**src/rtl/rggen_bus_arbiter_if.sv**
```systemverilog
// rggen_bus_if: register-block bus bundle shared by bus bridges and the
// register block.
//   valid/address/write/write_data/strobe : master -> slave request
//   ready/status/read_data                : slave -> master response
// status encoding: 2'b00 OKAY, 2'b01 EXOKAY, 2'b10 SLAVE_ERROR,
// 2'b11 DECODE_ERROR.
interface rggen_bus_if #(
    parameter int ADDRESS_WIDTH = 16,
    parameter int BUS_WIDTH     = 32
);
    logic                     valid;
    logic [ADDRESS_WIDTH-1:0] address;
    logic                     write;
    logic [BUS_WIDTH-1:0]     write_data;
    logic [BUS_WIDTH/8-1:0]   strobe;
    logic                     ready;
    logic [1:0]               status;
    logic [BUS_WIDTH-1:0]     read_data;

    modport master (
        output valid, address, write, write_data, strobe,
        input  ready, status, read_data
    );

    modport slave (
        input  valid, address, write, write_data, strobe,
        output ready, status, read_data
    );
endinterface

```
**src/rtl/rggen_bus_arbiter.sv**
```systemverilog
// rggen_bus_arbiter: round-robin arbiter that shares one rggen register-block
// bus between N_MASTERS requesters. One transaction is outstanding at a time;
// the grant is held until the downstream bus completes (valid && ready) or the
// granted requester withdraws its valid.
//
// Ports:
//   i_clk, i_rst   clock, asynchronous active-high reset
//   i_valid        per-requester request valid            [N_MASTERS]
//   i_address      requester n in slice n                 [N_MASTERS*ADDRESS_WIDTH]
//   i_write        per-requester write flag               [N_MASTERS]
//   i_write_data   requester n in slice n                 [N_MASTERS*BUS_WIDTH]
//   i_strobe       requester n in slice n                 [N_MASTERS*BUS_WIDTH/8]
//   o_ready        per-requester completion pulse         [N_MASTERS]
//   o_status       rggen status, requester n in slice n   [N_MASTERS*2]
//   o_read_data    read data, requester n in slice n      [N_MASTERS*BUS_WIDTH]
//   bus_if         downstream rggen bus (master side)
module rggen_bus_arbiter #(
    parameter int N_MASTERS     = 2,
    parameter int ADDRESS_WIDTH = 16,
    parameter int BUS_WIDTH     = 32
) (
    input  logic                                 i_clk,
    input  logic                                 i_rst,
    input  logic [N_MASTERS-1:0]                 i_valid,
    input  logic [N_MASTERS*ADDRESS_WIDTH-1:0]   i_address,
    input  logic [N_MASTERS-1:0]                 i_write,
    input  logic [N_MASTERS*BUS_WIDTH-1:0]       i_write_data,
    input  logic [N_MASTERS*BUS_WIDTH/8-1:0]     i_strobe,
    output logic [N_MASTERS-1:0]                 o_ready,
    output logic [N_MASTERS*2-1:0]               o_status,
    output logic [N_MASTERS*BUS_WIDTH-1:0]       o_read_data,
    rggen_bus_if.master                          bus_if
);
    localparam int STROBE_WIDTH = BUS_WIDTH / 8;
    localparam int INDEX_WIDTH  = (N_MASTERS > 1) ? $clog2(N_MASTERS) : 1;

    typedef enum logic {
        IDLE,
        BUSY
    } state_e;

    state_e                   state;
    logic [INDEX_WIDTH-1:0]   grant;
    logic [INDEX_WIDTH-1:0]   last;
    logic [INDEX_WIDTH-1:0]   next_grant;
    int                       search_index;
    logic                     found;

    logic                     grant_valid;
    logic [ADDRESS_WIDTH-1:0] mux_address;
    logic                     mux_write;
    logic [BUS_WIDTH-1:0]     mux_write_data;
    logic [STROBE_WIDTH-1:0]  mux_strobe;

    // Round-robin search starting just after the last completed requester,
    // so the requester that completed most recently has the lowest priority.
    always_comb begin
        next_grant   = last;
        found        = 1'b0;
        search_index = 0;
        for (int i = 1; i <= N_MASTERS; i++) begin
            search_index = (int'(last) + i) % N_MASTERS;
            if (!found && i_valid[search_index[INDEX_WIDTH-1:0]]) begin
                next_grant = search_index[INDEX_WIDTH-1:0];
                found      = 1'b1;
            end
        end
    end

    // Request mux toward the register block and response demux back to the
    // granted requester. Everything stays zero outside BUSY, and the
    // response only reaches a requester in a completion cycle, so a
    // downstream ready seen without valid has no effect.
    always_comb begin
        grant_valid    = 1'b0;
        mux_address    = '0;
        mux_write      = 1'b0;
        mux_write_data = '0;
        mux_strobe     = '0;
        o_ready        = '0;
        o_status       = '0;
        o_read_data    = '0;
        if (state == BUSY) begin
            for (int n = 0; n < N_MASTERS; n++) begin
                if (grant == INDEX_WIDTH'(n)) begin
                    grant_valid    = i_valid[n];
                    mux_address    = i_address[n*ADDRESS_WIDTH +: ADDRESS_WIDTH];
                    mux_write      = i_write[n];
                    mux_write_data = i_write_data[n*BUS_WIDTH +: BUS_WIDTH];
                    mux_strobe     = i_strobe[n*STROBE_WIDTH +: STROBE_WIDTH];
                    if (i_valid[n] && bus_if.ready) begin
                        o_ready[n]                           = 1'b1;
                        o_status[2*n +: 2]                   = bus_if.status;
                        o_read_data[n*BUS_WIDTH +: BUS_WIDTH] = bus_if.read_data;
                    end
                end
            end
        end
    end

    assign bus_if.valid      = grant_valid;
    assign bus_if.address    = mux_address;
    assign bus_if.write      = mux_write;
    assign bus_if.write_data = mux_write_data;
    assign bus_if.strobe     = mux_strobe;

    // Arbitration FSM. A withdrawn request (valid dropped while granted) is
    // abandoned without moving 'last', so the round-robin order is unchanged.
    always_ff @(posedge i_clk or posedge i_rst) begin
        if (i_rst) begin
            state <= IDLE;
            grant <= '0;
            last  <= INDEX_WIDTH'(N_MASTERS - 1);
        end else begin
            case (state)
                IDLE: begin
                    if (|i_valid) begin
                        grant <= next_grant;
                        state <= BUSY;
                    end
                end
                BUSY: begin
                    if (!grant_valid) begin
                        state <= IDLE;
                    end else if (bus_if.ready) begin
                        last  <= grant;
                        state <= IDLE;
                    end
                end
                default: state <= IDLE;
            endcase
        end
    end
endmodule

```
**src/flat_wrapper.sv**
```systemverilog
// flat-port wrapper written by rule: the top's interface ports become plain ports
module rggen_bus_arbiter_flat 
#(
    parameter int N_MASTERS     = 2,
    parameter int ADDRESS_WIDTH = 16,
    parameter int BUS_WIDTH     = 32
)
  (i_clk, i_rst, i_valid, i_address, i_write, i_write_data, i_strobe, o_ready, o_status, o_read_data, bus_if_valid, bus_if_address, bus_if_write, bus_if_write_data, bus_if_strobe, bus_if_ready, bus_if_status, bus_if_read_data);
  rggen_bus_if #(.ADDRESS_WIDTH(ADDRESS_WIDTH), .BUS_WIDTH(BUS_WIDTH)) bus_if_i ();
  input  logic i_clk;
  input  logic i_rst;
  input  logic [N_MASTERS-1:0] i_valid;
  input  logic [N_MASTERS*ADDRESS_WIDTH-1:0] i_address;
  input  logic [N_MASTERS-1:0] i_write;
  input  logic [N_MASTERS*BUS_WIDTH-1:0] i_write_data;
  input  logic [N_MASTERS*BUS_WIDTH/8-1:0] i_strobe;
  output logic [N_MASTERS-1:0] o_ready;
  output logic [N_MASTERS*2-1:0] o_status;
  output logic [N_MASTERS*BUS_WIDTH-1:0] o_read_data;
  output wire logic [$bits(bus_if_i.valid)-1:0] bus_if_valid;
  output wire logic [$bits(bus_if_i.address)-1:0] bus_if_address;
  output wire logic [$bits(bus_if_i.write)-1:0] bus_if_write;
  output wire logic [$bits(bus_if_i.write_data)-1:0] bus_if_write_data;
  output wire logic [$bits(bus_if_i.strobe)-1:0] bus_if_strobe;
  input wire logic [$bits(bus_if_i.ready)-1:0] bus_if_ready;
  input wire logic [$bits(bus_if_i.status)-1:0] bus_if_status;
  input wire logic [$bits(bus_if_i.read_data)-1:0] bus_if_read_data;
  assign bus_if_valid = bus_if_i.valid;
  assign bus_if_address = bus_if_i.address;
  assign bus_if_write = bus_if_i.write;
  assign bus_if_write_data = bus_if_i.write_data;
  assign bus_if_strobe = bus_if_i.strobe;
  assign bus_if_i.ready = bus_if_ready;
  assign bus_if_i.status = bus_if_status;
  assign bus_if_i.read_data = bus_if_read_data;
  rggen_bus_arbiter #(.N_MASTERS(N_MASTERS), .ADDRESS_WIDTH(ADDRESS_WIDTH), .BUS_WIDTH(BUS_WIDTH)) u_core (.i_clk(i_clk), .i_rst(i_rst), .i_valid(i_valid), .i_address(i_address), .i_write(i_write), .i_write_data(i_write_data), .i_strobe(i_strobe), .o_ready(o_ready), .o_status(o_status), .o_read_data(o_read_data), .bus_if(bus_if_i));
endmodule
```
**config.mk**
```make
export PLATFORM = sky130hd
export DESIGN_NAME = rggen_bus_arbiter_flat
export DESIGN_NICKNAME = d
export VERILOG_FILES = /design/src/rtl/rggen_bus_arbiter_if.sv /design/src/rtl/rggen_bus_arbiter.sv /design/src/flat_wrapper.sv
export SDC_FILE = /design/constraint.sdc
export NUM_CORES = 1
export LEC_CHECK = 0
export CAP_MARGIN = 20
export CORE_AREA = 2 2 103 105
export DETAILED_ROUTE_END_ITERATION = 7
export DIE_AREA = 0 0 105 107
export PLACE_DENSITY = 0.72
export SETUP_SLACK_MARGIN = 0.2
export SYNTH_ARGS = -nofsm -noshare
export SYNTH_HDL_FRONTEND = slang
export SYNTH_SLANG_ARGS = --single-unit
```
**constraint.sdc**
```tcl
create_clock -name i_clk -period 1.47 [get_ports i_clk]
set_input_delay 0.147 -clock i_clk [delete_from_list [all_inputs] [get_ports i_clk]]
set_output_delay 0.147 -clock i_clk [all_outputs]
set_load 0.005 [all_outputs]
```
After elaboration in Yosys (flattened, before gate mapping)
Index checks and enable logic that the tools add are counted.

Register bits: 3. Logic and storage cells: 51.

Add/subtract/negate cells: 2. Magnitude comparators: 2. Mux-type cells: 36. Bitwise gates (word level): 1. Reduce and logical (&&, ||, !) cells: 7.

Operator list (count): two-way mux 32 bit (6); two-way mux 64 bit (1); two-way mux 16 bit (2); two-way mux 1 bit (18); two-way mux 4 bit (3); two-way mux 2 bit (5); < comparator 1 x 2 -> 1 bit (second input constant) (2); logical AND 1 bit (3); AND reduction 3 bit (1); adder 1 bit (second input constant) (2); one-hot mux 1 bit (2 select lines) (1); AND reduction 2 bit (1); OR reduction 2 bit (1); logical NOT 1 bit (1); NOT 1 bit (1).

Depth between registers and ports, before layout
Gate-level depths: netlist (run 1).

Depth after elaboration: 7. Gate-level depth with buffers: 5. Mapped depth without buffers: 2.

Worst setup path after synthesis (run 1)
OpenSTA, ideal clock, no wires.

Kind: flip-flop to output port. Start point: register u_core.grant. End point: output o_read_data[10]. Arrival time: 1.085 ns. Path slack: 0.238 ns. Cell stages (with the launch flop): 6. Buffers on the path: 3. Cells stage by stage: dfrtp_1 buf_2 and4b_1 buf_4 buf_4 and2_1.

Longest elaborated chain between the ends: 2.

RTL lines: start: declaration (RTL line rggen_bus_arbiter.sv:43) `logic [INDEX_WIDTH-1:0] grant;`; start signal: assignment (RTL line rggen_bus_arbiter.sv:118) `grant <= next_grant;`; two-way mux 32 bit (RTL line rggen_bus_arbiter.sv:85) `if (grant == INDEX_WIDTH'(n)) begin`; two-way mux 64 bit (RTL line rggen_bus_arbiter.sv:83) `if (state == BUSY) begin`; end: declaration (RTL line flat_wrapper.sv:19) `output logic [N_MASTERS*BUS_WIDTH-1:0] o_read_data;`.

No other way between the ends.

Worst setup path in the final report (run 1)
Start point: register u_core.grant. End point: output o_read_data[42].

The elaborated chain is that of the path after synthesis.

==> summary.md, run 1 <==
| Metric | Value |
|---|---|
| Syn avg cell area | 6.87 µm² |
| Clock root buffer | clkbuf_8 |
| Reg2Reg Setup Slack | -0.05 ns |
| Met2 usage | 34.0% |
| Layout cells sized above 1 | 49.2% |
| CP Launch Point | u_core.grant |
| Worst Hold Slack | 0.115 ns |
| Pre-Repair DR Iteration Count | 4 |
| Clk_skew | 0.000429 ns |
| Post-CTS Hold Buffers | 0 |
| Met1 usage | 18.4% |
| Slew Limit Fails | 0 |
| Leakage power | 2.58 nW |
| Multi-input combinational cell area | 0.00146 mm² |
| GRT Util Overall | 17.1% |
| Final Cycle Share | 120% |
| RSZ-0062 raised after global routing | yes |
| Clock Latency Late Sink | 0.21 ns |
| Area growth from synthesis to layout | 257% |
| Final non-filler cell total | 660 |
| Crit path max fanout | 5 |
| Seq/Total Area, Yosys | 5.24% |
| CTS Sinks | 3 |
| Largest net degree at the start of global routing | 32 |
| Row count | 37 |
| Grt peak-use layer | met2 |
| Worst-path clk slew | 0.03 ns |
| Number of synthesized flops with an enable pin | 0 |
| Met3 Usage GRT | 4.19% |
| Synth async-reset ratio | 100% |
| Max-cap viol count | 0 |
| Critical R2R Launch | u_core.grant |
| Maximum root-to-sink buffer count | 2 |
| Top-count cell post-synth | and2_1 |
| Largest area contributor in the synthesized netlist | mux2i_1 |
| Area after DPL | 0.00435 mm² |
| Setup Viol. Count Final | 126 |
| Die area | 0.0112 mm² |
| PD cells | 763 mW/mm² |
| Yosys cell types | 22 |
| Starting Density | 14.4% |
| Die Y | 107 µm |
| CTS tree | done |
| PortBufs | 268 |
| Fillers | 960 |
| Hold Vio Cnt, Final | 0 |
| GPL Wtd Cong | 0.822 |
| Io pins | 269 |
| Nets | 670 |
| Post-Syn Nets | 357 |
| Post-Synthesis Cells | 212 |
| Violated checks | negative setup slack |
| Minimum clock period | 1.77 ns |
| Drc violations | 0 |
| Worst IR Drop VDD | 0.319 mV |
| Setup TNS | -21.26 ns |
| Yosys top cell area share | 37.1% |
| Placed Instances | 610 |
| Initial antenna violation count | 0 |
| Crit path required time | 1.32 ns |
| Vias in the first global route | 2795 |
| Yosys reg bits | 3 |
| Core area | 0.0101 mm² |
| Final worst slack | -0.296 ns |
| Status | finished with violations |
| Routed Antenna Nets | 0 |
| Critical Path Source Type | register |
| Min-Delay Path Class | in -> async |
| WL/cell | 16.8 µm |
| Worst R2R Path Depth | 7 |
| DIE WIDTH | 105 µm |
| CTS Buf Count | 3 |
| Max Clock Freq | 566 MHz |
| Tot Pwr | 3.97 mW |
| Relative slew slack | 82.3% |
| H-tree depth | 1 |
| Top post-synthesis cells by count | 68 x and2_1, 55 x nor2_1, 54 x mux2i_1 |
| DRT Wirelength | 11100 µm |
| Post-synth design cell area | 0.00146 mm² |
| Ant. Diodes | 0 |
| WP data arrival | 1.62 ns |
| Via/cell ratio | 4.23 |
| Worst Setup EP | o_read_data[42] |
| Crit. End Element | output pin |
| Hpwl dp | 7540 µm |
| First-pass GRT wire length | 15100 µm |
| YS warnings | 0 |
| Storage cell area | 80.1 µm² |
| WS Path Type | reg -> out |
| Commonest register cell after synthesis | dfrtp_1 |
| Initial DRC count | 61 |
| Via count | 2789 |
| Worst r2r dst | u_core.state |
| Final instance area | 0.00519 mm² |
| Worst slew pin tran | 0.264 ns |
| Synth top area cells | mux2i_1 37%, and2_1 29%, nor2_1 14% |
| Total grt overflow | 0 |
[worst min path at each step]
| stage | startpoint | slack (ns) | to | cells after the start |
|---|---|---|---|---|
| 4_1_cts | i_rst | 0.12 | u_core.state | 2 |
| 3_3_place_gp | i_rst | 0.33 | u_core.state | 2 |
| 2_1_floorplan | i_rst | -0.10 | u_core.grant | 1 |
| 5_1_grt | i_rst | 0.13 | u_core.state | 2 |
| 6_report | i_rst | 0.12 | u_core.state | 2 |
| 3_5_place_dp | i_rst | 0.34 | u_core.state | 2 |
[metal layers]
metal  wire length, µm  vias to the layer above
li1                  -                     1317
met1              4090                     1291
met2              5900                      173
met3               905                        8
met4               161                        0
met5                 0                        -
[final cells by class]
| class | instances | share of cell area [%] |
|---|---|---|
| flip-flops and latches | 3 | 1.54 |
| repair buffers | 328 | 65.9 |
| inverters | 2 | 0.193 |
| well taps | 136 | 3.28 |
| multi-input cells | 187 | 28.2 |
| clock buffers | 4 | 0.867 |
[worst max-delay path, cell delays in order, from the launching register on]
cell	delay (ns)
dfrtp_4	0.49
buf_6	0.14
and4_4	0.18
buf_12	0.13
buf_16	0.12
buf_6	0.11
and2_4	0.13
buf_6	0.11
[sequential cells by signal, summed over array words and instances (netlist names)]
| signal | count |
|---|---|
| u_core.grant | 1 |
| u_core.last | 1 |
| u_core.state | 1 |
[kinds of logic (layout without fill, tap and decap cells)]
group,Yosys count,in the layout,share of synthesized area (%)
flip-flops,3,3,5.24
AO/OA/AOI/OAI,5,5,2.75
buffers and inverters,22,334,8.85
multiplexers,54,54,37.1
AND/OR/NAND/NOR,128,128,46.0
[per-stage QoR]
| stage | utilization, % | setup WS, ns |
|---|---|---|
| 6_report | 51.5 | -0.296 |
| 5_1_grt | 51.5 | -0.336 |
| 4_1_cts | 47.6 | -0.312 |
| 3_5_place_dp | 43.1 | -0.528 |
| 3_3_place_gp | 43.1 | -0.460 |
| 2_1_floorplan | - | 0.238 |
[power by group]
part	switching, mW	total (mW)	internal (mW)
clock	0.0498	0.234	0.185
sequential	0.0330	0.155	0.122
combinational	1.33	3.58	2.25
total	1.41	3.97	2.56
[cells in the final DEF, fill, tap and decap left out, types with 4 or more instances in the layout]
cell	Yosys	routed
buf_6	2	74
and2_1	68	6
clkdlybuf4s50_1	0	144
mux2i_1	54	51
nor2_1	55	54
buf_16	0	12
buf_4	6	21
buf_8	0	4
clkbuf_16	0	4
clkbuf_2	0	6
buf_2	7	50
and2_4	0	62
buf_12	0	9
[timing repair]
item,in CTS,in global routing
resized for setup,542,111
setup endpoints to repair,125,127
cloned,11,4
pin swaps,35,21
setup buffers,16,15
No activity file was read; power rests on OpenSTA's default activity.
==> inputs of run 2 (changes only) <==
--- a/config.mk
+++ b/config.mk
@@ -5,12 +5,14 @@
 export SDC_FILE = /design/constraint.sdc
 export NUM_CORES = 1
 export LEC_CHECK = 0
+export ABC_AREA = 1
 export CAP_MARGIN = 20
-export CORE_AREA = 2 2 103 105
+export CORE_AREA = 3 3 104 106
 export DETAILED_ROUTE_END_ITERATION = 7
-export DIE_AREA = 0 0 105 107
-export PLACE_DENSITY = 0.72
+export DIE_AREA = 0 0 107 109
+export PLACE_DENSITY = 0.74
 export SETUP_SLACK_MARGIN = 0.2
+export SLEW_MARGIN = 10
 export SYNTH_ARGS = -nofsm -noshare
 export SYNTH_HDL_FRONTEND = slang
 export SYNTH_SLANG_ARGS = --single-unit
==> run 2 against run 1 <==
- the run still ends with negative setup slack left
- design area is 2.4% higher
- die area up 3.8%
- first-iteration DRC count rose to 3.9 times the previous value
==> summary.md, run 2 <==
| Metric | Value |
|---|---|
| Final non-filler cell total | 765 |
| Max-cap viol count | 0 |
| Crit path required time | 1.32 ns |
| Fillers | 890 |
| Seq/Total Area, Yosys | 4.69% |
| Storage cell area | 77.6 µm² |
| CTS Buf Count | 3 |
| PortBufs | 268 |
| Clock Latency Late Sink | 0.21 ns |
| Worst IR Drop VDD | 0.796 mV |
| Yosys reg bits | 3 |
| Yosys top cell area share | 33.4% |
| PD cells | 1170 mW/mm² |
| CTS Sinks | 3 |
| Via count | 3244 |
| H-tree depth | 1 |
| Die Y | 109 µm |
| Place WS | -0.487 ns |
| Final worst slack | -0.253 ns |
| CTS tree | done |
| Synth async-reset ratio | 100% |
| Hold Vio Cnt, Final | 0 |
| Starting Density | 16.5% |
| Commonest non-fill, non-tap cell in the layout | clkdlybuf4s50_1 |
| Syn avg cell area | 5.27 µm² |
| Crit. End Element | output pin |
| Setup Viol. Count Final | 114 |
| Initial DRC count | 240 |
| Top-count cell post-synth | nor2_1 |
| Largest net degree at the start of global routing | 43 |
| Hpwl dp | 8430 µm |
| Reg2Reg Setup Slack | -0.06 ns |
| Biggest regs | u_core.grant (1), u_core.last (1), u_core.state (1) |
| Slew Limit Fails | 0 |
| Minimum clock period | 1.72 ns |
| YS warnings | 0 |
| Relative slew slack | 80.7% |
| Most frequent cells in the layout | 143 x clkdlybuf4s50_1, 72 x nor2_1, 65 x buf_2 |
| Critical Path Source Type | register |
| Worst slew pin tran | 0.287 ns |
| Vias in the first global route | 2942 |
| GPL Wtd Cong | 0.778 |
| Die area | 0.0117 mm² |
| Largest area contributor in the synthesized netlist | nor2_1 |
| Worst r2r dst | u_core.last |
| Critical R2R Launch | u_core.grant |
| Post-Synthesis Cells | 309 |
| Min-Delay Path Class | in -> async |
| Status | finished with violations |
| Worst R2R Path Depth | 9 |
| Synth top area cells | nor2_1 33%, nor2_4 21%, o21ai_0 17% |
| Via/cell ratio | 4.24 |
| WS Path Type | reg -> out |
| Final Cycle Share | 117% |
| Clk_skew | 0.00181 ns |
| Post-Syn Nets | 454 |
| Area growth from synthesis to layout | 226% |
| Layout cells sized above 1 | 50.4% |
| GRT Util Overall | 15.4% |
| Tot Pwr | 6.24 mW |
| Top post-synthesis cells by count | 145 x nor2_1, 54 x o21ai_0, 38 x inv_1 |
| First-pass GRT wire length | 14600 µm |
| Leakage power | 2.55 nW |
| Drc violations | 0 |
| Commonest register cell after synthesis | dfrtp_1 |
| Post-synth design cell area | 0.00163 mm² |
| RSZ-0062 raised after global routing | yes |
| Multi-input combinational cell area | 0.00163 mm² |
| Io pins | 269 |
| Core area | 0.00986 mm² |
| Routed Antenna Nets | 0 |
| Violated checks | negative setup slack |
| Initial antenna violation count | 1 |
| Nets | 777 |
| Row count | 36 |
| DIE WIDTH | 107 µm |
| Maximum root-to-sink buffer count | 2 |
| Placed Instances | 708 |
| Worst-path clk slew | 0.03 ns |
| WP data arrival | 1.58 ns |
| Max Clock Freq | 580 MHz |
| Yosys cell types | 16 |
| Total grt overflow | 0 |
| Crit path max fanout | 6 |
| Clock root buffer | clkbuf_8 |
| WL/cell | 15.8 µm |
| Pre-Repair DR Iteration Count | 4 |
| Number of synthesized flops with an enable pin | 0 |
| DRT Wirelength | 12100 µm |
-- run 2: changes by cell type after synthesis, sizes merged, moves of 2 or more --
cell	delta
nand3	+2
mux2i	-54
and2	-68
nand2	+9
o21ai	+54
nor2	+120
inv	+38
clkbuf	+2
-- run 2: critical path: stages (launching register included) --
cell           delay (ns)
dfrtp_2              0.47
nand2_4              0.08
nor2_4               0.14
inv_4                0.09
buf_12               0.15
buf_8                0.12
nor2_4               0.06
dlygate4sd2_1        0.25
-- run 2: area by class of cell --
cell class / count / area share (%)
clock buffer: 4 / 0.847
inverter: 40 / 2.96
antenna: 1 / 0.0471
sequential: 3 / 1.46
timing repair buffer: 341 / 61.0
tap: 133 / 3.13
multi-input combinational: 243 / 30.6
-- run 2: routing by layer --
layer / GRT usage [%] / share of wire, % / up-vias
met3: 4.03 / 7.0 / 22
li1: - / - / 1579
met5: 0 / 0 / -
met4: 3.11 / 2.1 / 0
met1: 15.5 / 34 / 1489
met2: 31.4 / 57 / 154
-- run 2: cell families (layout without fill, tap and decap cells) --
| family | count (synthesis) | after routing | synth area share (%) |
|---|---|---|---|
| buffers and inverters | 63 | 385 | 19.6 |
| other | 0 | 1 | 0 |
| AOI/OAI and AO/OA | 55 | 55 | 16.9 |
| and+or+nand+nor | 188 | 188 | 58.8 |
| DFF | 3 | 3 | 4.69 |
-- run 2: report_power, final --
part           switching (mW)  internal [mW]
clock network          0.0484          0.184
registers              0.0654          0.134
logic                    2.70           3.12
-- run 2: repair_timing --
action                     CTS  global route
gates cloned                 2            10
hold buffers                 0             0
setup endpoints to repair  124           125
resized for setup          320           281
setup buffers               16            24
pin swaps                    7            11
-- run 2: per-stage QoR --
step | utilization, % | cell area, µm² | hold WS [ns] | setup TNS (ns)
floorplan | - | 1630 | -0.100 | 0
global placement | 46.7 | 4610 | 0.327 | -31.98
detailed placement | 46.7 | 4610 | 0.326 | -33.82
CTS | 47.9 | 4730 | 0.102 | -15.59
global route | 53.9 | 5320 | 0.113 | -21.50
finish | 53.9 | 5320 | 0.104 | -14.18
-- run 2: worst max-delay path by stage --
stage,startpoint,end,slack [ns]
after floorplan,u_core.grant,o_read_data[23],0.33
after global placement,i_valid[1],o_read_data[51],-0.45
after detailed placement,i_valid[1],o_read_data[50],-0.49
after CTS,u_core.grant,bus_if_write_data[9],-0.30
after global routing,u_core.grant,o_read_data[63],-0.34
final,u_core.grant,o_read_data[50],-0.25
==> inputs of run 3 (changes only) <==
--- a/config.mk
+++ b/config.mk
@@ -8,6 +8,7 @@
 export ABC_AREA = 1
 export CAP_MARGIN = 20
 export CORE_AREA = 3 3 104 106
+export CTS_CLUSTER_DIAMETER = 200
 export DETAILED_ROUTE_END_ITERATION = 7
 export DIE_AREA = 0 0 107 109
 export PLACE_DENSITY = 0.74
==> results of run 3 <==
The final DEF is identical to that of run 2; final timing and power are the same.
